## config.mk

```make
export PLATFORM = sky130hd
export DESIGN_NAME = vote_decrypt_sched
export DESIGN_NICKNAME = d
export VERILOG_FILES = /design/src/rtl/vote_decrypt_sched.sv
export SDC_FILE = /design/constraint.sdc
export NUM_CORES = 1
export LEC_CHECK = 0
export BUFFER_PORTS_ARGS = -buffer_cell sky130_fd_sc_hd__buf_2
export CAP_MARGIN = 20
export CORE_MARGIN = 10
export CORE_UTILIZATION = 35
export CTS_CLUSTER_DIAMETER = 40
export CTS_CLUSTER_SIZE = 28
export DETAILED_ROUTE_END_ITERATION = 8
export PLACE_DENSITY_LB_ADDON = 0.3
export SLEW_MARGIN = 20
export SYNTH_ARGS = -nofsm -noshare
export SYNTH_HDL_FRONTEND = slang
export SYNTH_SLANG_ARGS = --single-unit
export TNS_END_PERCENT = 50
```

## constraint.sdc

```tcl
create_clock -name clk -period 6.2 [get_ports clk]
set_clock_uncertainty 0.2 [all_clocks]
set_input_delay 1.24 -clock clk [delete_from_list [all_inputs] [get_ports clk]]
set_output_delay 1.24 -clock clk [all_outputs]
set_load 0.01 [all_outputs]
```

## src/rtl/vote_decrypt_sched.sv

```systemverilog
// vote_decrypt_sched: round-robin scheduler that shares one Gray-to-binary
// decryption datapath between up to eight requesters. One word is in flight
// at a time: grant/capture, decode, then hold on a valid/ready output port.
//
// Optional feature macro: DECRYPT_PARITY_EN
//   defined   -> per-requester parity is captured and checked, result on out_err
//   undefined -> par_in is ignored, no parity logic is built, out_err is 0
//
// state    | meaning
// ---------+-----------------------------------------------------------
// ST_IDLE  | nothing in flight; arbitrate and capture the winner's word
// ST_CAPT  | captured word is decoded and loaded into the output registers
// ST_VALID | output presented; wait for out_ready, then return to idle

// Shared combinational decryption: bin[k] is the XOR of Gray bits 7..k.
module vote_gray2bin (
  input  logic [7:0] gray,
  output logic [7:0] bin
);

  // running XOR from the MSB down to each bit position
  always_comb begin
    logic acc;
    bin = '0;
    acc = 1'b0;
    for (int k = 7; k >= 0; k--) begin
      acc    = acc ^ gray[k];
      bin[k] = acc;
    end
  end

endmodule

module vote_decrypt_sched #(
  parameter  int N_REQ = 4,
  localparam int IDW   = $clog2(N_REQ)
) (
  input  logic               clk,
  input  logic               rst,
  input  logic [N_REQ-1:0]   req,
  input  logic [8*N_REQ-1:0] gray_in,
  input  logic [N_REQ-1:0]   par_in,
  output logic [N_REQ-1:0]   ack,
  output logic               out_valid,
  input  logic               out_ready,
  output logic [IDW-1:0]     out_id,
  output logic [7:0]         out_bin,
  output logic               out_err,
  output logic               busy
);

  // one extra bit so last+1+offset never wraps before the modulo step
  localparam int SW = IDW + 1;

  typedef enum logic [1:0] {
    ST_IDLE  = 2'd0,
    ST_CAPT  = 2'd1,
    ST_VALID = 2'd2
  } state_t;

  state_t           state_q, state_d;
  logic [IDW-1:0]   last_q, last_d;
  logic [IDW-1:0]   win_q, win_d;
  logic [7:0]       cap_word_q, cap_word_d;
  logic [N_REQ-1:0] ack_q, ack_d;
  logic             out_valid_q, out_valid_d;
  logic [IDW-1:0]   out_id_q, out_id_d;
  logic [7:0]       out_bin_q, out_bin_d;

  logic [N_REQ-1:0] rot;
  logic [N_REQ-1:0] scan;
  logic [SW-1:0]    rot_sh;
  logic [SW-1:0]    off;
  logic [SW-1:0]    sum;
  logic             grant_found;
  logic [IDW-1:0]   grant_id;
  logic [N_REQ-1:0] grant_onehot;
  logic [7:0]       dec_bin;

  // round-robin pick: rotate req so bit 0 is last+1, take the first set bit
  always_comb begin
    rot_sh      = {1'b0, last_q} + SW'(1);
    rot         = N_REQ'({req, req} >> rot_sh);
    scan        = rot;
    grant_found = 1'b0;
    off         = '0;
    for (int i = 0; i < N_REQ; i++) begin
      if (!grant_found && scan[0]) begin
        grant_found = 1'b1;
        off         = SW'(i);
      end
      scan = scan >> 1;
    end
    sum = rot_sh + off;
    if (sum >= SW'(N_REQ)) begin
      sum = sum - SW'(N_REQ);
    end
    grant_id     = sum[IDW-1:0];
    grant_onehot = N_REQ'(1) << grant_id;
  end

  vote_gray2bin u_dec (
    .gray (cap_word_q),
    .bin  (dec_bin)
  );

  // next-state and next register values; everything holds unless changed
  always_comb begin
    state_d     = state_q;
    last_d      = last_q;
    win_d       = win_q;
    cap_word_d  = cap_word_q;
    ack_d       = '0;
    out_valid_d = out_valid_q;
    out_id_d    = out_id_q;
    out_bin_d   = out_bin_q;
    case (state_q)
      ST_IDLE: begin
        if (grant_found) begin
          state_d    = ST_CAPT;
          ack_d      = grant_onehot;
          win_d      = grant_id;
          cap_word_d = 8'(gray_in >> {grant_id, 3'b000});
        end
      end
      ST_CAPT: begin
        out_bin_d   = dec_bin;
        out_id_d    = win_q;
        out_valid_d = 1'b1;
        last_d      = win_q;
        state_d     = ST_VALID;
      end
      ST_VALID: begin
        if (out_ready) begin
          out_valid_d = 1'b0;
          state_d     = ST_IDLE;
        end
      end
      default: begin
        state_d     = ST_IDLE;
        out_valid_d = 1'b0;
      end
    endcase
  end

  // state and datapath registers; reset discards any word in flight
  always_ff @(posedge clk) begin
    if (rst) begin
      state_q     <= ST_IDLE;
      last_q      <= IDW'(N_REQ - 1);
      win_q       <= '0;
      cap_word_q  <= '0;
      ack_q       <= '0;
      out_valid_q <= 1'b0;
      out_id_q    <= '0;
      out_bin_q   <= '0;
    end else begin
      state_q     <= state_d;
      last_q      <= last_d;
      win_q       <= win_d;
      cap_word_q  <= cap_word_d;
      ack_q       <= ack_d;
      out_valid_q <= out_valid_d;
      out_id_q    <= out_id_d;
      out_bin_q   <= out_bin_d;
    end
  end

`ifdef DECRYPT_PARITY_EN
  logic cap_par_q;
  logic out_err_q;

  // capture the winner's parity with its word, check it while decoding
  always_ff @(posedge clk) begin
    if (rst) begin
      cap_par_q <= 1'b0;
      out_err_q <= 1'b0;
    end else begin
      if (state_q == ST_IDLE && grant_found) begin
        cap_par_q <= |(par_in & grant_onehot);
      end
      if (state_q == ST_CAPT) begin
        out_err_q <= (^cap_word_q) ^ cap_par_q;
      end
    end
  end

  assign out_err = out_err_q;
`else
  logic unused_par;
  assign unused_par = ^par_in;
  assign out_err    = 1'b0;
`endif

  assign ack       = ack_q;
  assign out_valid = out_valid_q;
  assign out_id    = out_id_q;
  assign out_bin   = out_bin_q;
  assign busy      = (state_q != ST_IDLE);

endmodule
```

[Yosys cells after proc, flatten, opt, wreduce, memory -nomap -nowiden]
Index checks and enable logic that the tools add are counted.
W data, S select, Z words.
Operators by class
  $add $sub $neg: 3
  $lt $le $gt $ge: 1
  equality and inequality tests: 4
  shift operators: 3
  mux-type cells: 13
  bitwise gates (word level): 9
  reduce and logical (&&, ||, !) cells: 12
Operators with widths (count)
  $shr A32 B5 Y8: 1
  $mux W2: 5
  $shr A8 B3 Y4: 1
  $xor A1 B1 Y1: 7
  $mux W1: 6
  $pmux W2 S3: 1
  $reduce_and A2 Y1: 3
  $ne A2 B2 Y1 const B: 2
  $shl A1 B2 Y4 const A: 1
  $add A2 B1 Y3 const B: 1
  $add A3 B2 Y3: 1
  $ge A3 B3 Y1 const B: 1
  $logic_and A1 B1 Y1: 3
  $logic_not A1 Y1: 3
  $pmux W1 S3: 1
  $reduce_or A3 Y1: 1
  $eq A2 B1 Y1 const B: 1
  $eq A2 B2 Y1 const B: 1
  $logic_not A2 Y1: 1
  $not A1 Y1: 2
  $reduce_bool A2 Y1: 1
  $sub A2 B1 Y2 const B: 1
Word-level totals
  flip-flop bits (word level): 29
  bits of input ports: 43
  output and inout port bits: 17
  logic and storage cells: 53

[Longest topological paths before layout]
Gate-level depths: netlist of the first run.
  depth in word-level cells: 16
  gate-level depth with buffers: 11
  depth with buffers taken out: 10

[Cells and area by module]
A second synthesis of the first run with hierarchy kept.
Second synthesis, totals
  cells, all modules: 208
  area total of the unflattened synthesis: 1788.0 µm²
By module, submodules not included
  vote_decrypt_sched: instances 1, cells an instance 195, area an instance 1662.8 µm², seq. area each 580.6 µm²
  vote_gray2bin: instances 1, cells an instance 13, area an instance 125.1 µm², seq. area each 0.0 µm²

[Worst setup path before layout of the first run]
Ideal clock, no wire load.
  path kind: input to register
  start point: in req[3]
  end point: reg cap_word_q[2]
  setup time: 0.069 ns
  arrival: 3.250 ns
  required time: 5.931 ns
  slack: 2.681 ns
  stages on the path: 10
  path buffers: 2
  cell sequence: or2_1 or2_2 a31oi_1 a211oi_1 ha_1 buf_8 clkbuf_1 mux2i_1 mux2_4 o21ai_1
Between the ends
  cells in the longest elaborated chain, start to end: 15
  elaborated cells on any way between the ends: 20
  those cells by class: 2 x add/sub; 1 x order compare; 2 x shift; 8 x mux; 7 x reduce/logical
Ends and longest elaborated chain
  start, declared: line 40  | input logic [N_REQ-1:0] req,
  $shr A8 B3 Y4 (*): line 83  | rot = N_REQ'({req, req} >> rot_sh);
  $mux W1: line 88  | if (!grant_found && scan[0]) begin
  $logic_not A1 Y1: line 88
  $logic_and A1 B1 Y1: line 88
  $mux W1: line 88
  $logic_not A1 Y1: line 88
  $logic_and A1 B1 Y1: line 88
  $mux W1: line 88
  $logic_not A1 Y1: line 88
  $logic_and A1 B1 Y1: line 88
  $mux W2: line 88
  $add A3 B2 Y3: line 94  | sum = rot_sh + off;
  $ge A3 B3 Y1 / $sub A2 B1 Y2 (equally long branches): line 95, 96
  $mux W2: line 95  | if (sum >= SW'(N_REQ)) begin
  $shr A32 B5 Y8: line 123  | cap_word_d = 8'(gray_in >> {grant_id, 3'b000});
  end signal, assigned: line 161  | cap_word_q <= cap_word_d;
  end, declared: line 64  | logic [7:0] cap_word_q, cap_word_d;
Every way passes the cells marked *; elsewhere a longest branch is shown, timed or not.
A chain may end at the register's enable or synchronous reset.

[Final worst setup path of the first run]
  start point: in req[3]
  end point: reg cap_word_q[6]
The elaborated chain is that of the path after synthesis.

==> parameters.txt, run 1 <==
Parameter                              Value

Detailed routing
  First-iteration detailed-routing DRC count    85
  Overall routed net length    about 3500 um
  Detail Route Antenna Nets    0
  WL per Instance    approximately 13 um
  Vias per inst    around 4.8
  Final routed DRC violation total    0
  Overall via count from detail_route    about 1,300
  Detailed-router iteration count before antenna repair    4

Pwr
  Internal Pwr Total    0.0004475 W
  Maximum resistive drop on vdd    ~0.11 mV
  Pwr per Cell Area    ~350 nW/um^2
  Clock network fraction of total power    23.1%
  Switching power of the nets    ~0.00021 W
  Power share of the combinational group    between 40 and 50%
  Relative contribution of sequential cells to total power    between 30% and 40%
  Static Leak    slightly below 0.9 nW
  Net Sw Frac    about a third

Timing
  Fmax    260.1 MHz
  Hold Slack    0.2515 ns
  Count of final max-slew check failures    0
  Setup repair after global routing missed its margin    no
  Clock period minus worst slack    approximately 3.8 ns
  Remaining max-slew budget at the tightest pin    between 40 and 50%
  Final Worst Setup Slack    ~2.4 ns
  Final-report hold violation count    0
  Worst-margin pin slew    approximately 0.83 ns
  Fraction of the cycle the final worst path needs    62.02%
  Final setup violation count    0
  Total negative slack for setup checks    0 ns

Synth
  Post-synthesis cell area    approximately 1600 sq um
  Syn_area_per_cell    just over 9 sq um
  Synthesized flop and latch total    29
  Mapped Nets    approximately 210
  Synth warnings    0
  Number of flops mapped to enable cells by yosys    0
  Post-Syn Instances    between 150 and 200
  Synth cell types    38
  Library cell occupying the most area in the post-synthesis netlist    sky130_fd_sc_hd__dfxtp_1
  Top cells by area, synth    sky130_fd_sc_hd__dfxtp_1 37%, sky130_fd_sc_hd__mux2i_1 9.0%, sky130_fd_sc_hd__nand2_1 4.1%, sky130_fd_sc_hd__nor2_1 4.1%, sky130_fd_sc_hd__mux2_4 3.9%
  Most used flip-flop cell after synthesis    sky130_fd_sc_hd__dfxtp_1
  Proportion of synthesized chip area in sequential cells    between 30% and 40%
  Top-area cell type share of the netlist area    37.36%
  Share of flip-flops with an asynchronous set or reset after synthesis    0%

Floorplanning
  Rows    24
  Floorplan Core Area    roughly 4300 sq um
  Die W    between 80 and 90 um
  Initial core utilization    ~36%
  Count of pins on the block boundary    60
  Chip height    86.64 um
  Die area    7506 sq um

Critical path
  Start-to-end type of the worst setup path    primary input to flip-flop
  Critical path peak fanout    19
  Worst path arrival time    between 3 and 4 ns
  Worst setup EP type    flip-flop
  Launching element type of the critical path    primary input
  CP required    slightly above 6 ns

Clock network
  Clk buf depth    2
  Hold buffers post-CTS    0
  TritonCTS Buffers    5
  Number of H-tree levels    2
  Clock tree sinks    29
  Clock latency at the later pin of the worst-skew pair    between 0.2 and 0.3 ns
  Number of gates given a new drive strength after cts    0
  Setup bufs post-CTS    0
  Clock-pin slew reported for the worst setup and hold paths after clock tree synthesis    about 0.06 ns
  Root Driver    sky130_fd_sc_hd__clkbuf_8
  Clock tree from TritonCTS    yes

Flow run
  Max-cap violation count    0

Global route
  Number of global-route vias before repair    1,342
  Total gr overflow    0
  Antenna violations before repair    0
  Global-route wire length before repair    between 5000 and 6000 um
  Pin count of the biggest net entering global routing    26
  GRT Overall Usage    ~9.6%

Cells and area
  Diodes inserted    0
  Proportion of layout cells with a drive suffix above 1    a little over a third
  Final standard cell utilization of the core    between 40% and 50%
  Layout-stage area growth over the synthesis result    22.46%
  Net count reported at finish    261
  Most frequent cells in the layout    54 x sky130_fd_sc_hd__buf_2, 29 x sky130_fd_sc_hd__dfxtp_1, 17 x sky130_fd_sc_hd__nor2_1, 17 x sky130_fd_sc_hd__nand2_1, 14 x sky130_fd_sc_hd__mux2i_1
  Most frequent standard cell in the layout excluding fill and tap cells    sky130_fd_sc_hd__buf_2
  Total area of multi-input combinational cells    slightly below 900 sq um
  Area of all sequential standard cells    slightly below 600 sq um
  Number of fill cells in the layout    470
  Non-filler cells in the finished layout    roughly 270

Status
  Outcome    finished, final reports clean

Place
  Number of instances in the placed design    262
  Count of buffers inserted at the top-level ports    54
  Worst-case setup slack after placement    slightly above 2 ns
  Final HPWL DP    2794 um
  Global placement routability congestion    about 0.73

Worst hold path
  Worst hold path class    flip-flop to flip-flop
## per-layer routing
metal / GRT usage (%) / vias up / wire, um
met2: 13.89 / 54 / 1396
met4: 3.093 / 0 / 44
met1: 11.31 / 557 / 1648
met5: 0 / - / 0
li1: - / 674 / -
met3: 6.098 / 6 / 388
## synthesized netlist by cell type, drive strengths merged, types with 2 or more instances
master	instances
o21ai	7
buf	5
clkbuf	6
mux2i	14
a21o	2
a211oi	5
nor3	5
mux2	7
nand3b	7
nor2	17
or2	4
dfxtp	29
xnor2	7
inv	4
nor2b	3
o32ai	2
nor3b	2
nand2	17
nand2b	2
xor2	2
a21oi	11
## flip-flops by register name, indices dropped and copies added (netlist names)
name        flops
out_bin         8
out_id          2
out_valid       1
state_q         2
win_q           2
ack             4
last_q          2
cap_word_q      8
## per-stage QoR
stage	instance area (sq um)	total power, W
after floorplan	1554	0.0004690
after global placement	1817	0.0005150
after detailed placement	1817	0.0005175
after CTS	1903	0.0006736
after global routing	1903	0.0007123
final	1903	0.0006597
## worst paths after layout
kind         cells after the start                         end  slack, ns                   start
min reg2reg                      2      out_id[0]$_SDFFE_PP0P_       0.25  out_id[0]$_SDFFE_PP0P_
max reg2reg                      7  cap_word_q[6]$_SDFFE_PP0P_       3.02  last_q[0]$_SDFFE_PP1P_
max                              8  cap_word_q[6]$_SDFFE_PP0P_       2.35                  req[3]
min                              2      out_id[0]$_SDFFE_PP0P_       0.25  out_id[0]$_SDFFE_PP0P_
## critical path, stage by stage
cell and delay (ns):
sky130_fd_sc_hd__buf_2 0.14, sky130_fd_sc_hd__or2_1 0.22, sky130_fd_sc_hd__or2_2 0.27, sky130_fd_sc_hd__a31oi_1 0.18, sky130_fd_sc_hd__a211oi_1 0.08, sky130_fd_sc_hd__ha_1 0.85
sky130_fd_sc_hd__mux4_1 0.65, sky130_fd_sc_hd__a21o_1 0.18
## power by group through the flow
stage	logic, W	clock network, W	registers [W]
floorplan	0.000222	0	0.000247
CTS	0.000273	0.000159	0.000241
global route	0.000298	0.000169	0.000245
finish	0.000267	0.000152	0.000241
global placement	0.000271	0	0.000244
detailed placement	0.000273	0	0.000245
## cells by family (layout without fill, tap and decap cells)
family / Yosys count / after routing / synth area share, %
multiplexers: 22 / 22 / 16.75
XOR/XNOR: 10 / 10 / 8.052
buffers and inverters: 15 / 65 / 5.635
flip-flops: 29 / 29 / 37.36
AND/OR/NAND/NOR: 59 / 59 / 18.84
adder cells (fa/ha/maj): 1 / 1 / 0.8050
other: 1 / 1 / 0.2413
AO/OA/AOI/OAI: 30 / 30 / 12.32
## layout make-up
cell class | count | area share [%]
Multi-Input combinational cell | 123 | 46.55
Sequential cell | 29 | 30.51
Tap cell | 52 | 3.419
Timing Repair Buffer | 54 | 14.20
Clock buffer | 7 | 4.536
Inverter | 4 | 0.7890
Note: power is estimated with default switching activity, not from simulation.
==> run 2: changes to the inputs <==
==> constraint.sdc (replaced) <==
create_clock -name clk -period 3.4 [get_ports clk]
set_clock_uncertainty 0.2 [all_clocks]
set_input_delay 0.68 -clock clk [delete_from_list [all_inputs] [get_ports clk]]
set_output_delay 0.68 -clock clk [all_outputs]
set_load 0.01 [all_outputs]
==> run 2 against run 1 <==
Net effect:
- core utilization up 0.35 points
- global-route usage rose by 0.55 points
- flip-flop and latch count unchanged
- largest cell class unchanged
- sequential power is 82% higher
- first-iteration DRC count decreased by 26%
- via count shrank 2.2%
==> parameters.txt, run 2 (synthesis results as in run 1) <==
Parameter                              Value

Critical path
  Total buffers and inverters traversed by the critical path    2
  Critical path peak fanout    9
  Start-to-end type of the worst setup path    primary input to flip-flop
  Slack of the worst reg-to-reg path    0.64 ns
  Worst path arrival time    a little under 3 ns
  CP required    about 3.4 ns
  Peak per-stage delay on the critical path    between 0.3 and 0.4 ns
  Critical-path cell list    buf_2, or2_1, or2_2, a31oi_1, a211oi_1, ha_1, xnor2_1, xnor2_2, buf_4, mux2_4, o21ai_1
  Launching element type of the critical path    primary input
  Category of cells accounting for the largest share of critical-path delay    simple AND/OR/NAND/NOR gates
  Cell with the largest stage delay on the worst path    sky130_fd_sc_hd__mux2_4
  Worst setup EP type    flip-flop

Worst hold path
  Worst hold path class    flip-flop to flip-flop

Status
  Outcome    finished, final reports clean

Cells and area
  Proportion of layout cells with a drive suffix above 1    between 30% and 40%
  Number of fill cells in the layout    462
  Layout-stage area growth over the synthesis result    23.43%
  Area of all sequential standard cells    approximately 580 sq um
  Net count reported at finish    between 200 and 300
  Most frequent standard cell in the layout excluding fill and tap cells    sky130_fd_sc_hd__buf_2
  Most frequent cells in the layout    54 x sky130_fd_sc_hd__buf_2, 29 x sky130_fd_sc_hd__dfxtp_1, 17 x sky130_fd_sc_hd__nor2_1, 17 x sky130_fd_sc_hd__nand2_1, 14 x sky130_fd_sc_hd__mux2i_1
  Total area of multi-input combinational cells    between 800 and 900 sq um
  Diodes inserted    0

Timing
  Hold Slack    0.2459 ns
  Clock period minus worst slack    2.880 ns
  Remaining max-slew budget at the tightest pin    a little over two fifths
  Count of final max-slew check failures    0
  Setup repair after global routing missed its margin    no
  Fmax    between 300 and 400 MHz
  Fraction of the cycle the final worst path needs    between 80% and 90%
  Final Worst Setup Slack    around 0.52 ns
  Final setup violation count    0
  Total negative slack for setup checks    0 ns
  Final-report hold violation count    0
  Worst-margin pin slew    0.8463 ns

Floorplanning
  Initial core utilization    between 30% and 40%
  Count of pins on the block boundary    60
  Die area    7506 sq um
  Rows    24
  Die W    between 80 and 90 um
  Chip height    86.64 um
  Floorplan Core Area    roughly 4300 sq um

Global route
  Global-route wire length before repair    between 6000 and 7000 um
  Total gr overflow    0
  Antenna violations before repair    0
  Pin count of the biggest net entering global routing    26
  Number of global-route vias before repair    about 1,300
  GRT Overall Usage    roughly a tenth

Clock network
  Clock tree from TritonCTS    yes
  Clock latency at the later pin of the worst-skew pair    around 0.27 ns
  Number of gates given a new drive strength after cts    0
  Clock-pin slew reported for the worst setup and hold paths after clock tree synthesis    0.06 ns
  Number of H-tree levels    2
  Clk buf depth    2
  Root Driver    sky130_fd_sc_hd__clkbuf_8
  Clock tree sinks    29
  TritonCTS Buffers    5
  Setup bufs post-CTS    0
  Hold buffers post-CTS    0

Detailed routing
  Overall routed net length    roughly 3500 um
  Detail Route Antenna Nets    0
  WL per Instance    ~13 um
  Overall via count from detail_route    approximately 1,300
  Vias per inst    about 4.7
  First-iteration detailed-routing DRC count    63
  Detailed-router iteration count before antenna repair    4
  Final routed DRC violation total    0

Flow run
  Max-cap violation count    0

Place
  Worst-case setup slack after placement    between 0.2 and 0.25 ns
  Final HPWL DP    roughly 2800 um
  Count of buffers inserted at the top-level ports    54
  Global placement routability congestion    0.7497

Pwr
  PnR Total Power    0.001213 W
  Static Leak    0.8999 nW
  Maximum resistive drop on vdd    about 0.3 mV
  Pwr per Cell Area    between 600 and 700 nW/um^2
-- run 2: final timing paths --
path | startpoint | to | depth (start not counted)
setup / recovery | req[3] | cap_word_q[3]$_SDFFE_PP0P_ | 11
hold / removal | out_bin[3]$_SDFFE_PP0P_ | out_bin[3]$_SDFFE_PP0P_ | 2
setup reg to reg | last_q[0]$_SDFFE_PP1P_ | cap_word_q[3]$_SDFFE_PP0P_ | 10
hold reg to reg | out_bin[3]$_SDFFE_PP0P_ | out_bin[3]$_SDFFE_PP0P_ | 2
-- run 2: worst min-delay path, stage by stage (launching register included) --
cell,delay [ns]
sky130_fd_sc_hd__dfxtp_1,0.30
sky130_fd_sc_hd__nand2_1,0.05
sky130_fd_sc_hd__a21oi_1,0.05
-- run 2: where the power goes --
part	switching, W	leakage (nW)	internal, W
Sequential	0.0000396	0.239	0.000399
Combinational	0.000233	0.617	0.000263
Clock	0.000118	0.0443	0.000160
Total	0.000391	0.900	0.000822
-- run 2: stage by stage --
stage / util (%) / std cells / instance area [sq um]
floorplan: - / 167 / 1554
global placement: 42.36 / 264 / 1832
detailed placement: 42.36 / 264 / 1832
CTS: 44.36 / 271 / 1918
global route: 44.36 / 271 / 1918
finish: 44.36 / 271 / 1918
-- run 2: area by class of cell --
cell class	instances	area share, %
Timing Repair Buffer	56	14.87
Inverter	4	0.7828
Sequential cell	29	30.27
Tap cell	52	3.392
Multi-Input combinational cell	123	46.18
Clock buffer	7	4.501
-- run 2: per-layer routing --
| layer | track usage [%] | up-vias | part of all wire [%] |
|---|---|---|---|
| met5 | 0 | - | 0 |
| met2 | 14.50 | 43 | 40 |
| met4 | 3.535 | 0 | 1.4 |
| li1 | - | 683 | - |
| met1 | 11.68 | 532 | 46 |
| met3 | 7.036 | 5 | 12 |
